--- config.mk ---
export PLATFORM = sky130hd
export DESIGN_NAME = bypass_scoreboard_flat
export DESIGN_NICKNAME = d
export VERILOG_FILES = /design/src/rtl/bypass_scoreboard_pkg.sv /design/src/rtl/bypass_scoreboard_if.sv /design/src/rtl/bypass_prio_mux.sv /design/src/rtl/bypass_scoreboard.sv /design/src/flat_wrapper.sv
export SDC_FILE = /design/constraint.sdc
export NUM_CORES = 1
export LEC_CHECK = 0
export CAP_MARGIN = 20
export CORE_ASPECT_RATIO = 1.4
export CORE_MARGIN = 4
export CORE_UTILIZATION = 24
export CTS_BUF_LIST = sky130_fd_sc_hd__clkbuf_8 sky130_fd_sc_hd__clkbuf_16
export CTS_CLUSTER_DIAMETER = 120
export DETAILED_ROUTE_END_ITERATION = 6
export PLACE_DENSITY = 0.51
export SYNTH_ARGS = -nofsm -noshare
export SYNTH_HDL_FRONTEND = slang
export SYNTH_SLANG_ARGS = --single-unit
--- constraint.sdc ---
create_clock -name clk -period 2.81 [get_ports clk]
set_clock_uncertainty 0.1 [all_clocks]
set_input_delay 0.281 -clock clk [delete_from_list [all_inputs] [get_ports clk]]
set_output_delay 0.281 -clock clk [all_outputs]
set_load 0.1 [all_outputs]
--- src/rtl/bypass_scoreboard_pkg.sv ---
// Shared defaults and flattened-bus helpers for the operand-bypass / scoreboard block.
// Elaboration-time only; no logic lives here.
`ifndef BYPASS_SCOREBOARD_SLICE
`define BYPASS_SCOREBOARD_SLICE
`define BSB_SLICE(vec, idx, w) vec[(idx)*(w) +: (w)]
`endif

package bypass_scoreboard_pkg;
  localparam int DW_DEF   = 32;
  localparam int AW_DEF   = 5;
  localparam int ZERO_REG = 0;

  // Producer entries are flattened stage-major: entry = stage*NLANE + lane.
  function automatic int ent_idx(input int stg, input int lane, input int nlane);
    return stg * nlane + lane;
  endfunction

  function automatic int ent_stg(input int idx, input int nlane);
    return idx / nlane;
  endfunction

  function automatic int ent_lane(input int idx, input int nlane);
    return idx % nlane;
  endfunction
endpackage

--- src/rtl/bypass_scoreboard_if.sv ---
// Execute-stage operand bus: producer forwarding, long-write tracking, read ports and results.
// master = pipeline control side, slave = bypass unit.
interface bypass_scoreboard_if
  import bypass_scoreboard_pkg::*;
#(
  parameter int NLANE = 2,
  parameter int NSTG  = 2,
  parameter int NRD   = 4,
  parameter int DW    = DW_DEF,
  parameter int AW    = AW_DEF
);
  logic                     flush;
  logic                     hold_en;
  logic [NSTG*NLANE-1:0]    p_en;
  logic [NSTG*NLANE-1:0]    p_ok;
  logic [NSTG*NLANE*AW-1:0] p_addr;
  logic [NSTG*NLANE*DW-1:0] p_data;
  logic [NLANE-1:0]         lw_set;
  logic [NLANE*AW-1:0]      lw_set_addr;
  logic                     lw_done;
  logic [AW-1:0]            lw_done_addr;
  logic [NRD*AW-1:0]        rd_addr;
  logic [NRD*DW-1:0]        rf_data;
  logic [NRD*DW-1:0]        opnd;
  logic [NRD-1:0]           opnd_ok;
  logic                     stall_req;

  modport master (
    output flush, hold_en, p_en, p_ok, p_addr, p_data,
           lw_set, lw_set_addr, lw_done, lw_done_addr, rd_addr, rf_data,
    input  opnd, opnd_ok, stall_req
  );

  modport slave (
    input  flush, hold_en, p_en, p_ok, p_addr, p_data,
           lw_set, lw_set_addr, lw_done, lw_done_addr, rd_addr, rf_data,
    output opnd, opnd_ok, stall_req
  );
endinterface

--- src/rtl/bypass_prio_mux.sv ---
// One read port's age-priority match over all producer entries; combinational, zero latency.
// Stage 0 beats later stages, higher lane beats lower lane; register 0 never matches.
module bypass_prio_mux
  import bypass_scoreboard_pkg::*;
#(
  parameter int NLANE = 2,
  parameter int NSTG  = 2,
  parameter int DW    = DW_DEF,
  parameter int AW    = AW_DEF
) (
  input  logic [NSTG*NLANE-1:0]    p_en_i,
  input  logic [NSTG*NLANE-1:0]    p_ok_i,
  input  logic [NSTG*NLANE*AW-1:0] p_addr_i,
  input  logic [NSTG*NLANE*DW-1:0] p_data_i,
  input  logic [AW-1:0]            rd_addr_i,
  output logic [DW-1:0]            data_o,
  output logic                     hit_o,
  output logic                     ok_o
);
  always_comb begin
    data_o = '0;
    hit_o  = 1'b0;
    ok_o   = 1'b0;
    // Walk oldest to youngest so the youngest match is the one left standing.
    for (int s = NSTG - 1; s >= 0; s--) begin
      for (int l = 0; l < NLANE; l++) begin
        if (p_en_i[ent_idx(s, l, NLANE)] && rd_addr_i != AW'(ZERO_REG) &&
            `BSB_SLICE(p_addr_i, ent_idx(s, l, NLANE), AW) == rd_addr_i) begin
          hit_o  = 1'b1;
          ok_o   = p_ok_i[ent_idx(s, l, NLANE)];
          data_o = `BSB_SLICE(p_data_i, ent_idx(s, l, NLANE), DW);
        end
      end
    end
  end
endmodule

--- src/rtl/bypass_scoreboard.sv ---
// Operand bypass with long-write scoreboard and stall-time operand holding.
// Resolution is combinational; scoreboard and held operands update on the next edge.
module bypass_scoreboard
  import bypass_scoreboard_pkg::*;
#(
  parameter int NLANE = 2,
  parameter int NSTG  = 2,
  parameter int NRD   = 4,
  parameter int DW    = DW_DEF,
  parameter int AW    = AW_DEF,
  parameter int CNT_W = 2
) (
  input  logic               clk,
  input  logic               resetn,
  bypass_scoreboard_if.slave bus
);
  localparam int NREG    = 1 << AW;
  localparam int CNT_MAX = (1 << CNT_W) - 1;

  logic [CNT_W-1:0] cnt_q [NREG];
  logic [CNT_W-1:0] cnt_d [NREG];
  int               net_c [NREG];
  logic [NREG-1:0]  ovf_c;
  logic [NREG-1:0]  udf_c;

  always_comb begin
    for (int r = 0; r < NREG; r++) begin
      net_c[r] = int'(cnt_q[r]);
      for (int l = 0; l < NLANE; l++) begin
        if (bus.lw_set[l] && `BSB_SLICE(bus.lw_set_addr, l, AW) == AW'(r))
          net_c[r] = net_c[r] + 1;
      end
      if (bus.lw_done && bus.lw_done_addr == AW'(r))
        net_c[r] = net_c[r] - 1;
      ovf_c[r] = 1'b0;
      udf_c[r] = 1'b0;
      if (bus.flush || r == ZERO_REG) begin
        cnt_d[r] = '0;
      end else if (net_c[r] > CNT_MAX) begin
        cnt_d[r] = CNT_W'(CNT_MAX);
        ovf_c[r] = 1'b1;
      end else if (net_c[r] < 0) begin
        cnt_d[r] = '0;
        udf_c[r] = 1'b1;
      end else begin
        cnt_d[r] = CNT_W'(net_c[r]);
      end
    end
  end

  always_ff @(posedge clk or negedge resetn) begin
    if (!resetn) begin
      for (int r = 0; r < NREG; r++) cnt_q[r] <= '0;
    end else begin
      for (int r = 0; r < NREG; r++) cnt_q[r] <= cnt_d[r];
    end
  end

  always_ff @(posedge clk) begin
    if (resetn) begin
      assert (ovf_c == '0);
      assert (udf_c == '0);
    end
  end

  logic [NRD-1:0][DW-1:0] opnd_drv;
  logic [NRD-1:0]         ok_drv;

  for (genvar g = 0; g < NRD; g++) begin : g_port
    logic [AW-1:0] rd;
    logic [DW-1:0] rf, mx_data, res_data, held_dat_q, held_dat_d;
    logic          mx_hit, mx_ok, fwd_ok, is_zero, done_hit;
    logic          res_ok, held_ok_q, held_ok_d;

    assign rd = `BSB_SLICE(bus.rd_addr, g, AW);
    assign rf = `BSB_SLICE(bus.rf_data, g, DW);

    // Same match serves live resolution and hold-time snooping; rd_addr is stable while stalled.
    bypass_prio_mux #(.NLANE(NLANE), .NSTG(NSTG), .DW(DW), .AW(AW)) u_mux (
      .p_en_i   (bus.p_en),
      .p_ok_i   (bus.p_ok),
      .p_addr_i (bus.p_addr),
      .p_data_i (bus.p_data),
      .rd_addr_i(rd),
      .data_o   (mx_data),
      .hit_o    (mx_hit),
      .ok_o     (mx_ok)
    );

    assign is_zero  = rd == AW'(ZERO_REG);
    assign fwd_ok   = mx_hit && mx_ok;
    assign done_hit = bus.lw_done && bus.lw_done_addr == rd && !is_zero;

    always_comb begin
      res_data = mx_hit ? mx_data : rf;
      res_ok   = !mx_hit || mx_ok;
      if (cnt_q[rd] != '0 && !fwd_ok) res_ok = 1'b0;
      if (is_zero) begin
        res_data = '0;
        res_ok   = 1'b1;
      end
    end

    always_comb begin
      held_dat_d = held_dat_q;
      held_ok_d  = held_ok_q;
      if (!bus.hold_en) begin
        held_dat_d = res_data;
        held_ok_d  = res_ok;
      end else if (bus.flush) begin
        held_dat_d = '0;
        held_ok_d  = 1'b1;
      end else if (!held_ok_q) begin
        if (fwd_ok) begin
          held_dat_d = mx_data;
          held_ok_d  = 1'b1;
        end else if (done_hit) begin
          held_dat_d = rf;
          held_ok_d  = 1'b1;
        end
      end
    end

    always_ff @(posedge clk or negedge resetn) begin
      if (!resetn) begin
        held_dat_q <= '0;
        held_ok_q  <= 1'b0;
      end else begin
        held_dat_q <= held_dat_d;
        held_ok_q  <= held_ok_d;
      end
    end

    assign opnd_drv[g] = (bus.hold_en && !is_zero) ? held_dat_q : res_data;
    assign ok_drv[g]   = (bus.hold_en && !is_zero) ? held_ok_q  : res_ok;
  end

  assign bus.opnd      = opnd_drv;
  assign bus.opnd_ok   = ok_drv;
  assign bus.stall_req = ~&ok_drv;
endmodule
--- src/flat_wrapper.sv ---
// flat-port wrapper written by rule: the top's interface ports become plain ports
module bypass_scoreboard_flat import bypass_scoreboard_pkg::*;
#(
  parameter int NLANE = 2,
  parameter int NSTG  = 2,
  parameter int NRD   = 4,
  parameter int DW    = DW_DEF,
  parameter int AW    = AW_DEF,
  parameter int CNT_W = 2
)
  (clk, resetn, bus_flush, bus_hold_en, bus_p_en, bus_p_ok, bus_p_addr, bus_p_data, bus_lw_set, bus_lw_set_addr, bus_lw_done, bus_lw_done_addr, bus_rd_addr, bus_rf_data, bus_opnd, bus_opnd_ok, bus_stall_req);
  bypass_scoreboard_if #(.NLANE(NLANE), .NSTG(NSTG), .NRD(NRD), .DW(DW), .AW(AW)) bus_i ();
  input  logic clk;
  input  logic resetn;
  input wire logic [$bits(bus_i.flush)-1:0] bus_flush;
  input wire logic [$bits(bus_i.hold_en)-1:0] bus_hold_en;
  input wire logic [$bits(bus_i.p_en)-1:0] bus_p_en;
  input wire logic [$bits(bus_i.p_ok)-1:0] bus_p_ok;
  input wire logic [$bits(bus_i.p_addr)-1:0] bus_p_addr;
  input wire logic [$bits(bus_i.p_data)-1:0] bus_p_data;
  input wire logic [$bits(bus_i.lw_set)-1:0] bus_lw_set;
  input wire logic [$bits(bus_i.lw_set_addr)-1:0] bus_lw_set_addr;
  input wire logic [$bits(bus_i.lw_done)-1:0] bus_lw_done;
  input wire logic [$bits(bus_i.lw_done_addr)-1:0] bus_lw_done_addr;
  input wire logic [$bits(bus_i.rd_addr)-1:0] bus_rd_addr;
  input wire logic [$bits(bus_i.rf_data)-1:0] bus_rf_data;
  output wire logic [$bits(bus_i.opnd)-1:0] bus_opnd;
  output wire logic [$bits(bus_i.opnd_ok)-1:0] bus_opnd_ok;
  output wire logic [$bits(bus_i.stall_req)-1:0] bus_stall_req;
  assign bus_i.flush = bus_flush;
  assign bus_i.hold_en = bus_hold_en;
  assign bus_i.p_en = bus_p_en;
  assign bus_i.p_ok = bus_p_ok;
  assign bus_i.p_addr = bus_p_addr;
  assign bus_i.p_data = bus_p_data;
  assign bus_i.lw_set = bus_lw_set;
  assign bus_i.lw_set_addr = bus_lw_set_addr;
  assign bus_i.lw_done = bus_lw_done;
  assign bus_i.lw_done_addr = bus_lw_done_addr;
  assign bus_i.rd_addr = bus_rd_addr;
  assign bus_i.rf_data = bus_rf_data;
  assign bus_opnd = bus_i.opnd;
  assign bus_opnd_ok = bus_i.opnd_ok;
  assign bus_stall_req = bus_i.stall_req;
  bypass_scoreboard #(.NLANE(NLANE), .NSTG(NSTG), .NRD(NRD), .DW(DW), .AW(AW), .CNT_W(CNT_W)) u_core (.clk(clk), .resetn(resetn), .bus(bus_i));
endmodule
After elaboration in Yosys (flattened, before gate mapping)

Cells that the tools add are included.

Register bits: 194
Input bits: 326
Output and inout bits: 133
Word-level logic and storage cells: 812

$add $sub $neg: 93
$lt $le $gt $ge: 66
Eq/ne operators: 121
Mux-type cells: 310
Bitwise operators: 4
Reduce and logical (&&, ||, !) cells: 179

Operators by type and width:

| cell                  | count |
|---|---|
| $mux 32               | 141 |
| $add 32x2->32 const B | 31 |
| $gt 32x3->1 const B   | 31 |
| $lt 32x1->1 const B   | 31 |
| $sub 32x2->32 const B | 31 |
| $eq 5x5->1 const B    | 48 |
| $mux 2                | 101 |
| $logic_and 1x1->1     | 145 |
| $eq 5x4->1 const B    | 24 |
| $eq 5x5->1            | 20 |
| $add 2x1->3 const B   | 31 |
| $mux 1                | 64 |
| $eq 5x3->1 const B    | 12 |
| $bmux 2 s5            | 4 |
| $eq 5x2->1 const B    | 6 |
| $ge 6x6->1 const B    | 4 |
| $not 5->6             | 4 |
| $logic_not 5->1       | 4 |
| $reduce_bool 5->1     | 4 |
| $ne 4x2->1 const B    | 4 |
| $eq 5x1->1 const B    | 3 |
| $logic_not 1->1       | 13 |
| $ne 3x3->1 const B    | 4 |
| $reduce_and 2->1      | 4 |
| other kinds (3)       | 9 |

Depth between registers and ports, before layout

Word-level depth: 15
Depth in mapped cells: 15
Mapped depth without buffers: 14

Modules after synthesis

A second synthesis with hierarchy kept.

Cells, all modules: 3855
Area, all modules: 28347.2 µm²

Modules (own cells, without submodules):

| module            | times used | cells an instance | area each (µm²) | sequential area each (µm²) |
|---|---|---|---|---|
| bypass_scoreboard | 1          | 2763              | 20930.1         | 4854.7 |
| bypass_prio_mux   | 4          | 273               | 1854.3          | 0.0 |

Worst setup path before layout

Ideal clock, no wire load.

Path kind: input -> output
Start point: input bus_rd_addr[14]
End point: output bus_stall_req
Arrival time: 5.105 ns
Required time: 2.429 ns
Path slack: -2.676 ns
Stages on the path: 9
Buffers on the path: 2
Cells stage by stage: buf_2 or2_1 or4_1 nand3_1 nor4bb_1 buf_2 nand4_1 a41oi_1 nand4_1

Word-level cells in the longest chain between the ends: 15
Elaborated cells on any way between the ends: 39
Classes of those cells: eq/ne (4); mux (14); bitwise (1); reduce/logical (20)

RTL lines:

| what                                               | RTL line                 | RTL |
|---|---|---|
| start, declared                                    | flat_wrapper.sv:25       | `input wire logic [$bits(bus_i.rd_addr)-1:0] bus_rd_addr;` |
| branches (longest 12 deep; another with $not 5->6) | --                       |  |
| $mux 1 (*)                                         | bypass_scoreboard.sv:135 | `assign ok_drv[g] = (bus.hold_en && !is_zero) ? held_ok_q : res_ok;` |
| via bus_opnd_ok[2]                                 | flat_wrapper.sv:28       | `output wire logic [$bits(bus_i.opnd_ok)-1:0] bus_opnd_ok;` |
| $reduce_and 4->1 (*)                               | bypass_scoreboard.sv:140 | `assign bus.stall_req = ~&ok_drv;` |
| $logic_not 1->1 (*)                                | bypass_scoreboard.sv:140 |  |
| end, declared                                      | flat_wrapper.sv:29       | `output wire logic [$bits(bus_i.stall_req)-1:0] bus_stall_req;` |

Mark *: on every way through the listed nets, which the timed path passes. The select of a mux whose other input is x is not followed.

Worst setup path after layout

Start point: register u_core.cnt_q[1] in the netlist's numbering
End point: output bus_stall_req

Word-level cells in the longest chain between the ends: 10
Elaborated cells on any way between the ends: 34
Classes of those cells: mux (24); reduce/logical (10)

RTL lines:

| what                                       | RTL line                 | RTL |
|---|---|---|
| start, declared                            | bypass_scoreboard.sv:20  | `logic [CNT_W-1:0] cnt_q [NREG];` |
| $bmux 2 s5                                 | bypass_scoreboard.sv:97  | `if (cnt_q[rd] != '0 && !fwd_ok) res_ok = 1'b0;` |
| $mux 2 (implied by the code) (2 in series) | bypass_scoreboard.sv:97  |  |
| $reduce_bool 2->1                          | bypass_scoreboard.sv:97  |  |
| $logic_and 1x1->1                          | bypass_scoreboard.sv:97  |  |
| $mux 1                                     | bypass_scoreboard.sv:97  |  |
| $mux 1                                     | bypass_scoreboard.sv:98  | `if (is_zero) begin` |
| $mux 1                                     | bypass_scoreboard.sv:135 |  |
| $reduce_and 4->1 (*)                       | bypass_scoreboard.sv:140 |  |
| $logic_not 1->1 (*)                        | bypass_scoreboard.sv:140 |  |

Mark *: on every way between the ends. The rest lies on a longest branch, timed or not. The select of a mux whose other input is x is not followed.

==> results by group <==
Run status
  – Status: finished with violations
  – Failing checks: design-rule violations, negative setup slack

Global routing
  – Number of global-route vias before repair: 35800
  – All-Layer GR Usage: between 20 and 30%
  – Largest net degree at the start of global routing: 60
  – Global-route wire length before repair: approximately 250 mm
  – GRT overflow: 0
  – Initial antenna violation count: 40

STA
  – FMAX: about 280 MHz
  – Final slew viol count: 0
  – Final TNS setup: -52.93 ns
  – Worst setup margin: -0.767 ns
  – Actual slew at the worst max-slew pin: 1.08 ns
  – Final period util: 127%
  – Final Hold Viols: 0
  – Unrepaired setup endpoints after global routing: yes
  – Final critical path time including I/O delays and setup: ~3.6 ns
  – Rel. slew slack: 28.2%
  – # setup viols final: slightly below 200

Power
  – Final Total Pwr: 0.0163 W
  – Peak VDD IR: between 0.0005 and 0.0006 V
  – Power per Cell Area: 316 mW/mm2
  – Leak: approximately 20 nW

Clock tree
  – Max H-tree Level: 4
  – Clk sinks: 194
  – Cts bufs inserted: 17
  – Skew-Pair Late Insertion Delay: roughly 0.55 ns
  – Clock tree buffer depth: 2
  – CTS tree: done
  – Clock slew seen by the registers of the worst setup and hold paths: ~0.10 ns
  – CTS Root Cell: clkbuf_16

Logic synthesis
  – Most frequent cell after synthesis: clkbuf_1
  – Mapped Cells: between 3000 and 4000
  – Mean Syn Cell Area: roughly 7.6 um2
  – Most used DFF post-synth: dfrtp_1
  – Syn. warnings: 0
  – Asr flop ratio synth: between 90% and 100%
  – Post-synth EDFFs: 0
  – Synth area leader: dfrtp_1
  – Synth Cell Area: approximately 0.027 mm2
  – Sequential-to-total area share from yosys stat: between 10% and 20%
  – Top cells by count, synth: 271 x clkbuf_1, 266 x nor2_1, 255 x a21oi_1, 212 x o21ai_0, 209 x nand2_1
  – Largest cells by area after synthesis: dfrtp_1 18%, ha_1 5.8%, a21oi_1 4.8%
  – Mapped Nets: between 3000 and 4000
  – Top-area cell type share of the netlist area: between 10% and 20%
  – Synthesized flop and latch total: roughly 190
  – Synth unique cells: 93

Routing
  – Total routed wirelength: 179 mm
  – Via Count: approximately 37000
  – Routed length per placed instance: about 29 um
  – Iteration-0 DRC Markers: approximately 3700
  – Routed vias/inst: between 5 and 6
  – Residual DRC count: 22
  – Antenna viol nets, final: 0
  – Pre-antenna DRT Iters: 7

Critical path
  – CP Data Arrival Time: 3.20 ns
  – Critical path class: reg -> out
  – Critical path fanouts, max: 2
  – WP data required: 2.43 ns
  – Reg2reg setup slack: -0.12 ns
  – Nature of the critical path startpoint: flip-flop
  – Worst setup EP type: output pin

Die
  – FP Rows: ~140
  – DIE AREA: 0.116 mm2
  – Initial Utilization: around a quarter
  – Die width: just under 300 um
  – Core ar.: 0.110 mm2
  – Die Height: roughly 400 um
  – Ports: between 400 and 500

Finish
  – Proportion of layout cells with a drive suffix above 1: approximately 46%
  – Area Growth Syn to Fin: 94.5%
  – Final #Nets: around 5200
  – Fill count: around 10000

Job
  – Max-cap viol count: 0

Placed design
  – Hpwl dp: 130 mm
  – PortBufs: approximately 460
  – Routability cong.: 1.01

Worst hold path
  – Worst min path class: in -> async
-- metal layers --
layer	vias up	share of wire [%]	track usage (%)
li1	16200	-	-
met1	18000	34	31.0
met2	2178	46	46.2
met3	733	10	8.44
met4	16	10	22.9
met5	-	0.062	0
-- report_power, final --
part | internal [W] | total (W) | leakage, nW | switching, W
combinational | 0.00423 | 0.0102 | 17.7 | 0.00594
clock | 0.00136 | 0.00288 | 0.302 | 0.00153
sequential | 0.00310 | 0.00329 | 2.46 | 0.000190
-- path summary, 6_finish.rpt --
| check | startpoint | end | cells after the start |
|---|---|---|---|
| hold reg to reg | u_core.g_port[1].held_dat_q[12] | u_core.g_port[1].held_dat_q[12] | 1 |
| max in group asynchronous | resetn | u_core.g_port[2].held_dat_q[29] | 3 |
| setup / recovery | u_core.cnt_q[1] | bus_stall_req | 11 |
| min in group clk | bus_rf_data[24] | u_core.g_port[0].held_dat_q[24] | 3 |
| setup reg to reg | u_core.cnt_q[18] | u_core.cnt_q[18] | 12 |
| hold / removal | resetn | u_core.g_port[0].held_dat_q[13] | 2 |
-- per-stage QoR --
stage	setup slack (ns)	hold slack (ns)	utilization, %	instance area (um2)	std cells
3_5_place_dp	-1.11	0.183	40.2	44300	6025
5_1_grt	-0.873	0.229	46.9	51700	6270
3_3_place_gp	-1.10	0.189	40.2	44300	6025
2_1_floorplan	-1.26	-0.115	-	29800	3517
4_1_cts	-0.830	0.191	43.5	47900	6149
6_report	-0.767	0.190	47.0	51700	6289
-- cell usage in the layout, fill, tap and decap left out, drive strengths merged, types with 16 or more instances in the layout --
| cell type | synthesis | final |
|---|---|---|
| nand3 | 124 | 124 |
| mux4 | 20 | 20 |
| o221ai | 34 | 34 |
| o22ai | 35 | 36 |
| nand2b | 29 | 29 |
| or2 | 20 | 20 |
| buf | 76 | 1274 |
| o21ai | 222 | 222 |
| nor2 | 267 | 267 |
| clkdlybuf4s50 | 0 | 274 |
| inv | 104 | 114 |
| clkbuf | 271 | 47 |
| a31oi | 163 | 163 |
| o21bai | 32 | 32 |
| and4 | 40 | 40 |
| or3 | 27 | 27 |
| ha | 124 | 124 |
| nor4b | 19 | 19 |
| diode | 0 | 32 |
| a21boi | 16 | 16 |
| a21o | 36 | 36 |
| a21oi | 255 | 255 |
| nor3 | 123 | 123 |
| xnor2 | 132 | 132 |
| nor4 | 58 | 58 |
| a221oi | 72 | 72 |
| o31a | 37 | 37 |
| nand4 | 53 | 53 |
| xor2 | 81 | 81 |
| or4 | 23 | 23 |
| a221o | 98 | 98 |
| nor2b | 43 | 43 |
| a2bb2oi | 63 | 63 |
| dfrtp | 194 | 194 |
| o31ai | 66 | 66 |
| nand2 | 209 | 209 |
| mux2i | 16 | 16 |
| a211oi | 108 | 108 |
| mux2 | 58 | 58 |
-- area by class of cell --
class	count	area [um2]	area share [%]
Antenna cell	32	80.1	0.155
Multi-Input combinational cell	2872	26600	51.5
Tap cell	1460	1830	3.53
Timing Repair Buffer	1594	17300	33.4
Sequential cell	194	4870	9.41
Inverter	105	407	0.786
Clock inverter	15	190	0.368
Clock buffer	17	425	0.823
-- sequential cells by signal, summed over array words and instances (netlist names) --
name	flops
u_core.g_port.held_dat_q	128
u_core.cnt_q	62
u_core.g_port.held_ok_q	4
-- worst max-delay path, cell delays in order (launching register included) --
cell and delay [ns]:
dfrtp_1 0.39, or2_4 0.28, mux4_2 0.50, a2111oi_4 0.30, a211o_1 0.15, nand4_1 0.10
buf_6 0.16, a41oi_4 0.18, buf_12 0.15, nand4_1 0.11, buf_6 0.16, buf_12 0.16
-- cell families after synthesis --
family / Yosys count / synth area share, %
and+or+nand+nor: 1109 / 22.0
adders and majority gates: 124 / 5.84
DFF: 194 / 18.3
buffers and inverters: 452 / 6.82
xor gates and xnor gates: 224 / 7.95
muxes: 94 / 4.75
AOI/OAI and AO/OA: 1320 / 34.4
-- repair_timing --
| item | CTS | global route |
|---|---|---|
| pin swaps | 173 | 296 |
| hold endpoints to repair | 53 | 0 |
| resized for setup | 493 | 576 |
| hold buffers | 1 | 0 |
| endpoints found under the setup margin | 319 | 318 |
| cloned | 25 | 23 |
| setup buffers | 74 | 131 |
(Power assumes the default switching activity.)
